`config.mk`:
```
export PLATFORM = sky130hd
export DESIGN_NAME = hazard_ctrl
export DESIGN_NICKNAME = d
export VERILOG_FILES = /design/src/rtl/hazard_pkg.sv /design/src/rtl/hazard_ctrl_fwd_sel.sv /design/src/rtl/hazard_ctrl.sv
export SDC_FILE = /design/constraint.sdc
export NUM_CORES = 1
export LEC_CHECK = 0
export CAP_MARGIN = 30
export CORE_ASPECT_RATIO = 1.2
export CORE_MARGIN = 2
export CORE_UTILIZATION = 42
export DETAILED_ROUTE_END_ITERATION = 12
export PLACE_DENSITY = 0.82
export SETUP_SLACK_MARGIN = 0.4
export SLEW_MARGIN = 20
export SYNTH_ARGS = -nofsm -noshare
export SYNTH_HDL_FRONTEND = slang
export SYNTH_SLANG_ARGS = --single-unit
```
`constraint.sdc`:
```
create_clock -name clk -period 4.1 [get_ports clk]
set_input_delay 0.41 -clock clk [delete_from_list [all_inputs] [get_ports clk]]
set_output_delay 0.41 -clock clk [all_outputs]
set_load 0.005 [all_outputs]
```
`src/rtl/hazard_pkg.sv`:
```
// Shared definitions for the pipeline hazard controller: forwarding codes, FSM states, counter widths.
package hazard_pkg;

    localparam int unsigned STALL_CNT_W = 16;
    localparam int unsigned FWD_W       = 2;

    localparam logic [FWD_W-1:0] FWD_RF  = 2'b00;
    localparam logic [FWD_W-1:0] FWD_MEM = 2'b10;
    localparam logic [FWD_W-1:0] FWD_WB  = 2'b11;

    typedef enum logic [1:0] {
        ST_RUN   = 2'd0,
        ST_STALL = 2'd1,
        ST_FLUSH = 2'd2
    } hz_state_e;

endpackage

```
`src/rtl/hazard_ctrl_fwd_sel.sv`:
```
// EX-stage operand forwarding select for one source operand; MEM result beats WB, r0 never forwarded.
module fwd_sel
    import hazard_pkg::*;
#(
    parameter int unsigned REG_AW = 5
) (
    input  logic [REG_AW-1:0] i_src,
    input  logic              i_mem_regwrite,
    input  logic [REG_AW-1:0] i_mem_wreg,
    input  logic              i_wb_regwrite,
    input  logic [REG_AW-1:0] i_wb_wreg,
    output logic [FWD_W-1:0]  o_sel_c
);

    logic w_src_nz;
    logic w_mem_hit;
    logic w_wb_hit;

    assign w_src_nz  = (i_src != '0);
    assign w_mem_hit = i_mem_regwrite && (i_mem_wreg == i_src) && w_src_nz;
    assign w_wb_hit  = i_wb_regwrite && (i_wb_wreg == i_src) && w_src_nz;

    always_comb begin
        o_sel_c = FWD_RF;
        if (w_mem_hit) begin
            o_sel_c = FWD_MEM;
        end else if (w_wb_hit) begin
            o_sel_c = FWD_WB;
        end
    end

endmodule

```
`src/rtl/hazard_ctrl.sv`:
```
// 5-stage pipeline control: forwarding, load-use and mul/div interlocks, redirect flush.
// Define HAZARD_MULDIV_EN to build the mul/div occupancy counter and its interlock.
module hazard_ctrl
    import hazard_pkg::*;
#(
    parameter int unsigned REG_AW       = 5,
    parameter int unsigned BRANCH_STAGE = 3,
    parameter int unsigned MULDIV_LAT   = 32
) (
    input  logic                   clk,
    input  logic                   reset,
    input  logic [REG_AW-1:0]      id_rs,
    input  logic [REG_AW-1:0]      id_rt,
    input  logic                   id_use_rs,
    input  logic                   id_use_rt,
    input  logic                   id_muldiv,
    input  logic                   id_hilo,
    input  logic [REG_AW-1:0]      ex_rs,
    input  logic [REG_AW-1:0]      ex_rt,
    input  logic                   ex_memread,
    input  logic [REG_AW-1:0]      ex_wreg,
    input  logic                   mem_regwrite,
    input  logic                   wb_regwrite,
    input  logic [REG_AW-1:0]      mem_wreg,
    input  logic [REG_AW-1:0]      wb_wreg,
    input  logic                   redirect,
    output logic [1:0]             fwd_a,
    output logic [1:0]             fwd_b,
    output logic                   pc_en,
    output logic                   if_id_en,
    output logic                   if_id_flush,
    output logic                   id_ex_flush,
    output logic                   ex_mem_flush,
    output logic                   muldiv_busy,
    output logic [STALL_CNT_W-1:0] stall_cnt,
    output logic [1:0]             fsm_state
);

    logic [FWD_W-1:0]       w_fwd_a;
    logic [FWD_W-1:0]       w_fwd_b;
    logic                   w_load_use;
    logic                   w_md_stall;
    logic                   w_md_busy;
    logic                   w_stall;
    hz_state_e              r_state;
    hz_state_e              w_state_nxt;
    logic [STALL_CNT_W-1:0] r_stall_cnt;

    fwd_sel #(.REG_AW(REG_AW)) u_fwd_a (
        .i_src          (ex_rs),
        .i_mem_regwrite (mem_regwrite),
        .i_mem_wreg     (mem_wreg),
        .i_wb_regwrite  (wb_regwrite),
        .i_wb_wreg      (wb_wreg),
        .o_sel_c        (w_fwd_a)
    );

    fwd_sel #(.REG_AW(REG_AW)) u_fwd_b (
        .i_src          (ex_rt),
        .i_mem_regwrite (mem_regwrite),
        .i_mem_wreg     (mem_wreg),
        .i_wb_regwrite  (wb_regwrite),
        .i_wb_wreg      (wb_wreg),
        .o_sel_c        (w_fwd_b)
    );

    assign w_load_use = ex_memread && (ex_wreg != '0) &&
                        ((id_use_rs && (id_rs == ex_wreg)) ||
                         (id_use_rt && (id_rt == ex_wreg)));

`ifdef HAZARD_MULDIV_EN
    localparam int unsigned CNT_W = $clog2(MULDIV_LAT);

    logic [CNT_W-1:0] r_cnt;
    logic             w_md_idle;

    assign w_md_idle  = (r_cnt == '0);
    assign w_md_busy  = !w_md_idle;
    assign w_md_stall = w_md_busy && (id_muldiv || id_hilo);

    // A mul/div only starts when it actually leaves ID this cycle (not stalled, not squashed).
    always_ff @(posedge clk) begin
        if (!reset) begin
            r_cnt <= '0;
        end else if (!w_md_idle) begin
            r_cnt <= r_cnt - CNT_W'(1);
        end else if (id_muldiv && !w_load_use && !redirect) begin
            r_cnt <= CNT_W'(MULDIV_LAT - 1);
        end
    end
`else
    logic w_unused_md;

    assign w_md_busy   = 1'b0;
    assign w_md_stall  = 1'b0;
    assign w_unused_md = ^{id_muldiv, id_hilo, 1'(MULDIV_LAT)};
`endif

    assign w_stall = w_load_use || w_md_stall;

    // Priority: reset > redirect > stall > run.
    always_comb begin
        w_state_nxt  = ST_RUN;
        fwd_a        = w_fwd_a;
        fwd_b        = w_fwd_b;
        pc_en        = 1'b1;
        if_id_en     = 1'b1;
        if_id_flush  = 1'b0;
        id_ex_flush  = 1'b0;
        ex_mem_flush = 1'b0;
        if (!reset) begin
            fwd_a        = FWD_RF;
            fwd_b        = FWD_RF;
            pc_en        = 1'b0;
            if_id_en     = 1'b0;
            if_id_flush  = 1'b1;
            id_ex_flush  = 1'b1;
            ex_mem_flush = 1'b1;
        end else if (redirect) begin
            w_state_nxt  = ST_FLUSH;
            if_id_flush  = 1'b1;
            id_ex_flush  = (BRANCH_STAGE >= 2);
            ex_mem_flush = (BRANCH_STAGE == 3);
        end else if (w_stall) begin
            w_state_nxt  = ST_STALL;
            pc_en        = 1'b0;
            if_id_en     = 1'b0;
            id_ex_flush  = 1'b1;
        end
    end

    always_ff @(posedge clk) begin
        if (!reset) begin
            r_state <= ST_RUN;
        end else begin
            r_state <= w_state_nxt;
        end
    end

    always_ff @(posedge clk) begin
        if (!reset) begin
            r_stall_cnt <= '0;
        end else if (!pc_en && (r_stall_cnt != '1)) begin
            r_stall_cnt <= r_stall_cnt + STALL_CNT_W'(1);
        end
    end

    assign muldiv_busy = reset && w_md_busy;
    assign stall_cnt   = r_stall_cnt;
    assign fsm_state   = r_state;

endmodule

```
After elaboration in Yosys (flattened, before gate mapping)
Index checks and enable logic that the tools add are counted.
{ "totals": {"input_bits": 45, "register_bits": 18, "ramBits": 0, "latchBits": 0, "elab_cells": 47, "memories": 0, "rom_bits": 0} }
{ "classes": {"bitwise_logic": 1, "div_mod_pow": 0, "n_shift": 0, "mul": 0, "eq_ne": 7, "n_reduce_logical": 19, "n_lt_le_gt_ge": 0, "n_addsub": 1, "mux": 16} }
{ "ops": {"columns": ["operator", "count"], "rows": [
  ["5-bit == test", 6],
  ["16-bit by 1-bit adder with 16-bit output (second input constant)", 1],
  ["16-bit != test (second input constant)", 1],
  ["5-bit nonzero test", 3],
  ["2-bit two-way mux", 7],
  ["1-bit logical AND", 13],
  ["1-bit two-way mux", 9],
  ["2-bit OR reduction", 1],
  ["1-bit zero test", 1],
  ["1-bit logical OR", 1],
  ["1-bit NOT", 1]
]} }

Longest topological paths before layout
Gate-level depths: netlist (run 1).
{ "depth": {"depth_word": 9, "depth_mapped": 8, "mapped_depth_nobuf": 7} }

Hierarchy
From an unflattened synthesis (run 1), not the netlist that was laid out.
{ "unflattened": {"hier_cells": 177, "area_unflattened_um2": 1413.9} }
{ "modules_own_cells": {"columns": ["mod", "area_each_um2", "cells_each", "instances"], "rows": [
  ["hazard_ctrl", 1136.1, 141, 1],
  ["fwd_sel", 138.9, 18, 2]
]} }

Worst setup path after synthesis (run 1)
Ideal clock, no wire load.
{ "synth_path": {"kind": "reg-to-reg", "from": "reg r_stall_cnt[6] (netlist: stall_cnt[6])", "to": "reg r_stall_cnt[1] (netlist: stall_cnt[1])", "t_arrival_ns": 1.696, "stages_incl_launch_ff": 8, "period_less_slack_ns": 1.821, "path_buffers": 1, "required_ns": 3.975, "setup_time_ns": 0.125, "setup_slack_ns": 2.279, "path_cell_list": "dfxtp_1 -> nand4_1 -> or4_4 -> o21a_4 -> nand2_4 -> buf_8 -> mux2i_1 -> nor2_1"} }
{ "synth_between": {"elab_chain_len": 2} }
{ "synth_lines": {"columns": ["element", "line", "source"], "rows": [
  ["start, declared", "hazard_ctrl.sv:47", "logic [STALL_CNT_W-1:0] r_stall_cnt;"],
  ["start signal, assigned", "hazard_ctrl.sv:144", "r_stall_cnt <= r_stall_cnt + STALL_CNT_W'(1);"],
  ["16-bit != test", "hazard_ctrl.sv:143", "end else if (!pc_en && (r_stall_cnt != '1)) begin"],
  ["1-bit logical AND", "hazard_ctrl.sv:143", null]
]} }
Every way passes these cells.
A chain may end at the register's enable or synchronous reset.

Final worst setup path (run 1)
{ "layout_path": {"from": "in reset", "to": "out fwd_a[0]"} }
{ "layout_between": {"elab_chain_len": 1} }
{ "layout_lines": {"columns": ["element", "line", "source"], "rows": [
  ["start, declared", "hazard_ctrl.sv:11", "input logic reset,"],
  ["2-bit two-way mux", "hazard_ctrl.sv:111", "if (!reset) begin"],
  ["end, declared", "hazard_ctrl.sv:27", "output logic [1:0] fwd_a,"]
]} }
Every way passes these cells.

==> results of run 1 <==
-- final cells by class --
type	instances	area (µm²)	share of cell area
clock buffers	4	36.28	0.01747
multi-input cells	137	929.6	0.4476
well taps	36	45.04	0.02169
inverters	4	15.01	0.007229
repair buffers	69	690.7	0.3325
flip-flops and latches	18	360.3	0.1735
-- registers in the layout (all words and copies together) (netlist names) --
name	cells
stall_cnt	16
fsm_state	2
-- power by group through the flow --
stage | clock network [µW] | registers, µW | logic [µW]
3_3_place_gp | 0 | 180 | 104
5_1_grt | 118 | 176 | 114
2_1_floorplan | 0 | 180 | 44.6
4_1_cts | 112 | 176 | 106
3_5_place_dp | 0 | 180 | 106
6_report | 110 | 176 | 106
-- through the flow --
step | area [µm²] | power (µW) | setup slack, ns | hold slack, ns
after detailed placement | 2041 | 285.8 | 1.238 | 0.5030
after CTS | 2077 | 393.6 | 1.221 | 0.5181
after floorplan | 1355 | 224.4 | 2.279 | 0.4916
final | 2077 | 391.2 | 1.205 | 0.5194
after global placement | 2041 | 284.0 | 1.226 | 0.4981
after global routing | 2077 | 407.7 | 1.153 | 0.5632
-- critical path: stages --
cell and delay (ns):
clkdlybuf4s50_1 0.75, nand2_1 0.14, or4_1 0.57, nor2_1 0.11, clkdlybuf4s50_1 0.51
-- layer usage --
metal,global-route usage,share of wire,vias to the layer above
li1,-,-,713
met1,0.1915,0.39,627
met2,0.3795,0.53,55
met3,0.04305,0.065,7
met4,0.05357,0.015,0
met5,0,0,-
-- synthesized netlist by cell type --
cell type and n:
buf_8 1, o21ai_0 1, conb_1 1, o22ai_4 1
or4_4 1, or3_1 3, a21oi_1 6, nor3_1 3
and2_1 3, clkbuf_1 1, o21bai_1 1, o21ba_2 1
inv_1 4, o21ai_1 3, mux2i_1 1, o31ai_1 1
nand3_1 8, nor4_1 3, o311ai_0 1, nor4_2 1
nand2b_1 2, ha_1 1, o211ai_1 1, nand2_1 17
or4_1 6, dfxtp_1 18, nor2_1 14, buf_4 3
a211oi_4 1, nand4_1 11, and3_1 3, xnor2_1 26
o21a_4 1, xor2_1 11, nand2_4 1, a211oi_1 1
and4_1 1, o41ai_1 1, dlygate4sd1_1 1
-- kinds of logic after synthesis --
family	Yosys count	share of synthesized area
xor+xnor	37	0.2391
simple gates	77	0.3075
other cells	1	0.002767
mux	1	0.007387
compound gates	20	0.1200
flops	18	0.2659
fa+ha+maj	1	0.009232
buf+inv	10	0.04801
-- path summary, 6_finish.rpt --
kind,from,end,slack [ns],depth (start not counted)
max,reset,fwd_a[0],1.21,5
min,stall_cnt[11]$_SDFFE_PN0P_,stall_cnt[11]$_SDFFE_PN0P_,0.52,2
max reg2reg,stall_cnt[6]$_SDFFE_PN0P_,stall_cnt[1]$_SDFFE_PN0P_,2.20,6
min reg2reg,stall_cnt[11]$_SDFFE_PN0P_,stall_cnt[11]$_SDFFE_PN0P_,0.52,2
-- placed cells by master, fill, tap and decap left out --
| master | count |
|---|---|
| ha_1 | 1 |
| clkbuf_8 | 1 |
| nor3_1 | 3 |
| o311ai_0 | 1 |
| clkdlybuf4s50_1 | 69 |
| o21ai_1 | 3 |
| o41ai_1 | 1 |
| or4_4 | 1 |
| or4_1 | 6 |
| o21bai_1 | 1 |
| o211ai_1 | 1 |
| o22ai_4 | 1 |
| o31ai_1 | 1 |
| and4_1 | 1 |
| dfxtp_1 | 18 |
| xnor2_1 | 26 |
| xor2_1 | 11 |
| nor4_1 | 3 |
| and3_1 | 3 |
| o21a_4 | 1 |
| nor4_2 | 1 |
| nand3_1 | 8 |
| clkbuf_4 | 3 |
| a211oi_4 | 1 |
| nor2_1 | 14 |
| o21ba_2 | 1 |
| or3_1 | 3 |
| nand2_4 | 1 |
| o21ai_0 | 1 |
| inv_1 | 4 |
| a211oi_1 | 1 |
| a21oi_1 | 6 |
| and2_1 | 3 |
| nand2_1 | 17 |
| mux2i_1 | 1 |
| nand2b_1 | 2 |
| conb_1 | 1 |
| nand4_1 | 11 |
==> reports/qor.yml, run 1 <==
outcome: "finished clean"
synth-seq-cells: 18
core.rowCount: 22
grtUsageTotal: 0.1882
hold_violations: 0
antenna_found_initial: 0
min_period_over_period: 0.7060
place_congestion: 0.8693
die-height_um: 66.22
clk_latency_ns: 0.30
drtPass1Iterations: 4
cts.clk_slew.worst_paths_ns: 0.10
synth_seq_area_share: 0.2659
ys_types: 39
drive_gt1_frac: 0.04741
place.port_buffers: 69
synth_top_area_frac: 0.2659
cts-resized-gates: 0
synth_area_leaders: "dfxtp_1 27%, xnor2_1 17%, xor2_1 7.1%"
min_path_type: "reg -> reg"
numCtsBuffers: 3
avgSynthCellArea_um2: 8.212
seqPwrFrac: 0.449
timing.setup.tns_ns: 0
setup_violations: 0
utilization: 0.6737
pwr-share-clk: 0.281
cts_htree_levels: 1
die_width_um: 55.85
grt_overflow: 0
fin_cells: 268
power.combinational.fraction: 0.270
post-cts-setup-buffer-count: 0
slew-limit-headroom: 0.6092
start_kind: "input port"
drc_errors: 0
synth_area_um2: 1355
wl_per_cell_um: 12.71
fill_cells: 285
pwr_density_cell_nw_per_um2: 188.4
swShare: 0.2466
crit_fanout: 11
critical_path_arrival_ns: 2.48
cts_hold_buf: 0
yosysTopAreaCell: "dfxtp_1"
clk_path_buf_depth: 2
initial_utilization: 0.4395
core-area_um2: 3083
num_vias: 1402
fin_nets: 279
ant_nets: 0
p_int_uw: 294.8
cts-root-buf: "clkbuf_4"
finalClockSkew_ns: 0.002666
wl_mm: 3.407
worstMarginPinSlew_ns: 0.5817
area_delta_synth_final_pct: 53.28
post_synth_inst_count: 165
grt_pass1_vias: 1314
max-cap-violations: 0
drt-initial-drc-count: 41
rsz0062_at_grt: "false"
yosys_warnings: 0
fmax_mhz: 345.5
dieArea_um2: 3698
dp_cells: 264
criticalPathCategory: "in -> out"
finalMaxSlewViolations: 0
ir_worst_vdd_v: 0.0001641
hpwl_mm: 2.809
avgViaCountPerCell: 5.231
total_leakage_power_uw: 0.0007103
grt_max_degree: 16
io_pins: 73
end_kind: "output pin"
n_antenna_cell: 0
grt_pass1_wl_mm: 5.520
tritoncts: "built"
cp.required_ns: 3.69
power.switching_uw: 96.46
synth.net_count: 211
cts_sinks: 18
fin_crit_ns: 2.895
Power figures use the tool's default switching activity.
==> inputs of run 2 (changes only) <==
--- a/config.mk
+++ b/config.mk
@@ -8,9 +8,9 @@
 export CAP_MARGIN = 30
 export CORE_ASPECT_RATIO = 1.2
 export CORE_MARGIN = 2
-export CORE_UTILIZATION = 42
+export CORE_UTILIZATION = 35
 export DETAILED_ROUTE_END_ITERATION = 12
-export PLACE_DENSITY = 0.82
+export PLACE_DENSITY = 0.73
 export SETUP_SLACK_MARGIN = 0.4
 export SLEW_MARGIN = 20
 export SYNTH_ARGS = -nofsm -noshare
==> constraint.sdc (replaced) <==
create_clock -name clk -period 2.4 [get_ports clk]
set_input_delay 0.24 -clock clk [delete_from_list [all_inputs] [get_ports clk]]
set_output_delay 0.24 -clock clk [all_outputs]
set_load 0.005 [all_outputs]
==> run 2 against run 1 <==
Clock power grew 130%. Cell count rose by 13%. Non-clock buffer count up 20. Global-route usage is 0.51 points lower. Setup slack got worse by 0.90 ns. Design area rose by 13%. Largest power group unchanged. Highest routed layer unchanged.
==> reports/qor.yml, run 2 (synthesized netlist as in run 1, its figures left out) <==
die-height_um: 72.16  # +9.0%
fin_crit_ns: 2.091
hold_start: "stall_cnt[8]$_SDFFE_PN0P_"
total_leakage_power_uw: 0.0009398  # +32%
io_pins: 73  # unchanged
largest_reg_flops: 16  # unchanged
fmax_mhz: 478.2
cp-startpoint: "ex_rt[1]"
num_vias: 1547  # +10%
clk_latency_ns: 0.26  # -0.04 ns
fill_cells: 328  # +15%
ant_nets: 0  # unchanged
seqPwrFrac: 0.403  # -0.046
end_kind: "output pin"
met2_usage: 0.3309  # -0.04852
timing.setup.tns_ns: 0  # unchanged
grt_pass1_vias: 1539  # +17%
reg2reg_from: "stall_cnt[8]$_SDFFE_PN0P_"
cts_hold_buf: 0  # unchanged
core.rowCount: 24  # +9.1%
drt-initial-drc-count: 54  # +32%
finalMaxSlewViolations: 0  # unchanged
min_path_cells: 2  # unchanged
numCtsBuffers: 3  # unchanged
tritoncts: "built"
finalClockSkew_ns: 0.005020  # +0.002354 ns
drive_gt1_frac: 0.2183  # +0.1708
worstMarginPinSlew_ns: 0.5688  # -0.01293 ns
criticalPathCategory: "in -> out"
grt_overflow: 0  # unchanged
grt_max_degree: 15  # -1
outcome: "finished clean"
die_width_um: 60.80  # +8.9%
grtUsageTotal: 0.1831  # -0.005072
drtPass1Iterations: 4  # unchanged
cp.required_ns: 2.16  # -1.53 ns
critical_path_arrival_ns: 1.85  # -0.63 ns
drc_errors: 0  # unchanged
r2r_end: "stall_cnt[1]$_SDFFE_PN0P_"
avgViaCountPerCell: 5.089  # -2.7%
design_area_um2: 2350  # +13%
pwr-share-clk: 0.338  # +0.057
final_common_cell: "dlygate4sd2_1"
hpwl_mm: 2.924  # +4.1%
place_congestion: 0.8345  # -4.0%
cts_htree_levels: 1  # unchanged
place.port_buffers: 69  # unchanged
pwr_density_cell_nw_per_um2: 315.8  # +68%
power.switching_uw: 189.2  # +96%
grtUsageMet3: 0.04635  # +0.003293
worst-r2r-setup-slack_ns: 0.47  # -1.73 ns
core-area_um2: 3664  # +19%
cts_sinks: 18  # unchanged
crit_fanout: 3  # -8
grt_busiest_layer: "met2"
power.combinational.fraction: 0.259  # -0.011
clk_path_buf_depth: 2  # unchanged
layout_common_cells: "31 x dlygate4sd2_1, 29 x clkdlybuf4s50_1, 25 x xnor2_1"
initial_utilization: 0.3699  # -0.06965
max-cap-violations: 0  # unchanged
min_path_type: "reg -> reg"
fin_nets: 299  # +7.2%
timing.hold.worst_endpoint: "stall_cnt[8]$_SDFFE_PN0P_"
area_delta_synth_final_pct: 73.41
wl_per_cell_um: 13.27  # +4.4%
slew-limit-headroom: 0.6179  # +0.008689
dieArea_um2: 4387  # +19%
cts.clk_slew.worst_paths_ns: 0.07  # -0.03 ns
p_int_uw: 553.0  # +88%
ir_worst_vdd_v: 0.0001513  # -7.8%
setup_violations: 0  # unchanged
grt_pass1_wl_mm: 6.306  # +14%
min_period_over_period: 0.8714
cts-root-buf: "clkbuf_8"
hold_violations: 0  # unchanged
start_kind: "input port"
post_dp_cell_area_um2: 2121  # +3.9%
n_antenna_cell: 0  # unchanged
grt.met1_usage: 0.2018  # +0.01027
wl_mm: 4.033  # +18%
rsz0062_at_grt: "true"
ff2ff_path_depth: 7  # +1
swShare: 0.2549  # +0.008320
antenna_found_initial: 0  # unchanged
==> run 2: power groups by stage <==
stage / combinational (µW) / sequential [µW] / clock, µW
after global routing: 206 / 299 / 263
after floorplan: 76.1 / 307 / 0
final: 192 / 299 / 251
after global placement: 187 / 307 / 0
after detailed placement: 190 / 307 / 0
after CTS: 183 / 300 / 253
==> run 2: worst max-delay path, stage by stage <==
cell	delay (ns)
dlygate4sd2_1	0.28
or4_4	0.54
nor2_2	0.15
nor4_2	0.07
buf_4	0.13
buf_4	0.12
nor2_1	0.08
dlygate4sd2_1	0.23
==> run 2: worst max path at each step <==
stage                                           end  slack (ns)  depth (start not counted)
after global placement    stall_cnt[5]$_SDFFE_PN0P_        0.02                          9
after global routing                       fwd_b[0]        0.25                          8
final                                      fwd_b[0]        0.31                          8
after detailed placement  stall_cnt[5]$_SDFFE_PN0P_        0.01                          9
after floorplan           stall_cnt[1]$_SDFFE_PN0P_        0.58                          7
after CTS                               id_ex_flush        0.32                          7
==> run 2: final cells by class <==
cell class	count	area, µm²	share of cell area
clock buffer	4	55.05	0.02343
sequential	18	372.9	0.1587
inverter	4	15.01	0.006390
tap	52	65.06	0.02769
timing repair buffer	89	820.8	0.3493
multi-input combinational	137	1021	0.4345
==> run 2: routing by layer <==
layer / up-vias / part of all wire
li1: 754 / -
met1: 713 / 0.36
met2: 67 / 0.54
met3: 13 / 0.073
met4: 0 / 0.025
met5: - / 0
==> run 2: per-stage QoR <==
step	util	hold WS, ns	cells	setup WS (ns)	total power (µW)
after CTS	0.6130	0.5208	302	0.3160	736.3
after global routing	0.6414	0.5376	304	0.2499	767.6
final	0.6414	0.4881	304	0.3086	742.2
after global placement	0.5789	0.5056	288	0.02317	493.9
after detailed placement	0.5789	0.5091	288	0.01197	497.2
after floorplan	-	0.3673	165	0.5791	383.3
==> run 2: what timing repair did <==
action                                 4_1_cts  5_1_grt
setup endpoints to repair                   13       16
endpoints found under the hold margin        0        0
buffers inserted                            10        2
pin swaps                                   11       11
gates resized for setup                     41       34
==> inputs of run 3 (changes only) <==
--- a/config.mk
+++ b/config.mk
@@ -10,8 +10,9 @@
 export CORE_MARGIN = 2
 export CORE_UTILIZATION = 35
 export DETAILED_ROUTE_END_ITERATION = 12
-export PLACE_DENSITY = 0.73
+export PLACE_DENSITY = 0.76
 export SETUP_SLACK_MARGIN = 0.4
+export SKIP_LAST_GASP = 1
 export SLEW_MARGIN = 20
 export SYNTH_ARGS = -nofsm -noshare
 export SYNTH_HDL_FRONTEND = slang
==> run 3 against run 2 <==
Clock skew is 0.0037 ns lower. Highest routed layer unchanged. Die area stayed put. Non-clock buffer count is 13 lower. Maximum frequency is 6.4% higher. Clock-buffer cell count stayed put. Sequential power hardly changed. Global-route usage is 0.26 points lower. Clock power is 3% lower. Critical endpoint is now stall_cnt[5]$_SDFFE_PN0P_. Critical path depth is 1 higher.
==> reports/qor.yml, run 3 (synthesized netlist as in run 1, its figures left out) <==
worst-r2r-setup-slack_ns: 0.55  # +0.08 ns
grt_pass1_wl_mm: 6.134  # -2.7%
tritoncts: "built"
utilization: 0.6035  # -0.03791
n_antenna_cell: 0  # unchanged
antenna_found_initial: 0  # unchanged
crit_fanout: 12  # +9
multi_input_area_um2: 997.2  # -2.3%
total_leakage_power_uw: 0.0008211  # -13%
clk_path_buf_depth: 2  # unchanged
start_kind: "input port"
drt-initial-drc-count: 54  # unchanged
drtPass1Iterations: 4  # unchanged
wl_per_cell_um: 12.26  # -7.6%
finalClockSkew_ns: 0.001343  # -0.003678 ns
grt_pass1_vias: 1399  # -9.1%
core-area_um2: 3664  # unchanged
place.port_buffers: 69  # unchanged
fin_nets: 286  # -4.3%
dieArea_um2: 4387  # unchanged
swShare: 0.2443  # -0.01055
pwr_density_cell_nw_per_um2: 328.6  # +4.0%
avgViaCountPerCell: 5.000  # -1.7%
die-height_um: 72.16  # unchanged
cts_htree_levels: 1  # unchanged
ir_worst_vdd_v: 0.0001665  # +10%
cp.required_ns: 2.59  # +0.43 ns
num_vias: 1455  # -5.9%
power.combinational.fraction: 0.251  # -0.008
worst_slack_ns: 0.4336  # +0.1250 ns
min_path_type: "reg -> reg"
drc_errors: 0  # unchanged
timing.setup.tns_ns: 0  # unchanged
p_int_uw: 549.0  # -0.72%
wl_mm: 3.567  # -12%
dp_cells: 285  # -1.0%
place_ws_ns: 0.03291  # +0.02094 ns
initial_utilization: 0.3699  # unchanged
setup_violations: 0  # unchanged
final_common_cell: "clkdlybuf4s50_1"
drive_gt1_frac: 0.1172  # -0.1011
die_width_um: 60.80  # unchanged
pwr-share-clk: 0.336  # -0.002
cts-root-buf: "clkbuf_8"
critical_path_arrival_ns: 2.15  # +0.30 ns
cts_hold_buf: 0  # unchanged
criticalPathCategory: "in -> reg"
numCtsBuffers: 3  # unchanged
layout_common_cells: "37 x clkdlybuf4s50_1, 26 x xnor2_1, 26 x dlygate4sd2_1"
whs_ns: 0.5151  # +0.02700 ns
min_period_over_period: 0.8193  # -0.05207
ant_nets: 0  # unchanged
seqPwrFrac: 0.413  # +0.010
area_delta_synth_final_pct: 63.16
largest_reg_flops: 16  # unchanged
outcome: "finished clean"
io_pins: 73  # unchanged
fin_crit_ns: 1.966  # -0.1250 ns
clk_latency_ns: 0.25  # about the same
grt_overflow: 0  # unchanged
fmax_mhz: 508.5  # +6.4%
hold_violations: 0  # unchanged
hpwl_mm: 2.901  # -0.79%
max-cap-violations: 0  # unchanged
grt_max_degree: 15  # unchanged
cts.clk_slew.worst_paths_ns: 0.07  # about the same
place_congestion: 0.8082  # -3.2%
core.rowCount: 24  # unchanged
end_kind: "flop"
ff_latch_area_um2: 360.3  # -3.4%
fin_cells: 291  # -4.3%
power.switching_uw: 177.5  # -6.2%
grtUsageTotal: 0.1806  # -0.002564
finalMaxSlewViolations: 0  # unchanged
fill_cells: 341  # +4.0%
rsz0062_at_grt: "true"
cts_sinks: 18  # unchanged
-- run 3: cell types whose count changed in the layout (fill, tap and decap cells not counted), moves of 3 or more --
cell,previous run,this run
buf_4,17,5
clkdlybuf4s15_1,0,3
clkdlybuf4s50_1,29,37
dfxtp_1,10,18
dfxtp_2,7,0
dlygate4sd2_1,31,26
dlymetal6s2s_1,7,2
-- run 3: layout make-up --
class / instances / area share
Multi-Input combinational cell: 137 / 0.4510
Timing Repair Buffer: 76 / 0.3248
Tap cell: 52 / 0.02943
Sequential cell: 18 / 0.1630
Clock buffer: 4 / 0.02490
Inverter: 4 / 0.006791
-- run 3: power by group through the flow --
stage                     logic, µW  registers (µW)  clock network, µW
after floorplan                76.1             307                  0
after global placement          184             307                  0
after detailed placement        187             307                  0
after CTS                       177             300                253
after global routing            198             300                267
final                           182             300                244
-- run 3: stage by stage --
stage | total power, µW | instance area, µm²
2_1_floorplan | 383.3 | 1355
3_3_place_gp | 490.7 | 2098
3_5_place_dp | 493.6 | 2098
4_1_cts | 730.3 | 2165
5_1_grt | 765.6 | 2211
6_report | 726.6 | 2211
-- run 3: what timing repair did --
item                                    in CTS  in global routing
buffers inserted                             2                  0
gates resized for setup                     37                 16
gates cloned                                 0                  0
endpoints found under the setup margin       9                 13
pin swaps                                    4                  5
-- run 3: metal layers --
layer	vias to the layer above	share of wire	global-route usage
met2	49	0.54	0.3142
li1	729	-	-
met4	0	0.013	0.06039
met5	-	0	0
met1	673	0.37	0.2092
met3	4	0.075	0.04813
-- run 3: worst max-delay path, stage by stage --
cell and delay, ns:
clkdlybuf4s50_1 0.47, xnor2_1 0.12, nand4_1 0.18, o22ai_4 0.22, buf_6 0.13, buf_6 0.12
nand2_8 0.07, or4_1 0.47, a21oi_1 0.14
-- run 3: worst paths after layout --
check                            startpoint                   endpoint  cells past startpoint
setup / recovery                   id_rt[0]  stall_cnt[5]$_SDFFE_PN0P_                      9
hold / removal    stall_cnt[5]$_SDFFE_PN0P_  stall_cnt[5]$_SDFFE_PN0P_                      2
setup reg to reg  stall_cnt[2]$_SDFFE_PN0P_  stall_cnt[1]$_SDFFE_PN0P_                      6
hold reg to reg   stall_cnt[5]$_SDFFE_PN0P_  stall_cnt[5]$_SDFFE_PN0P_                      2
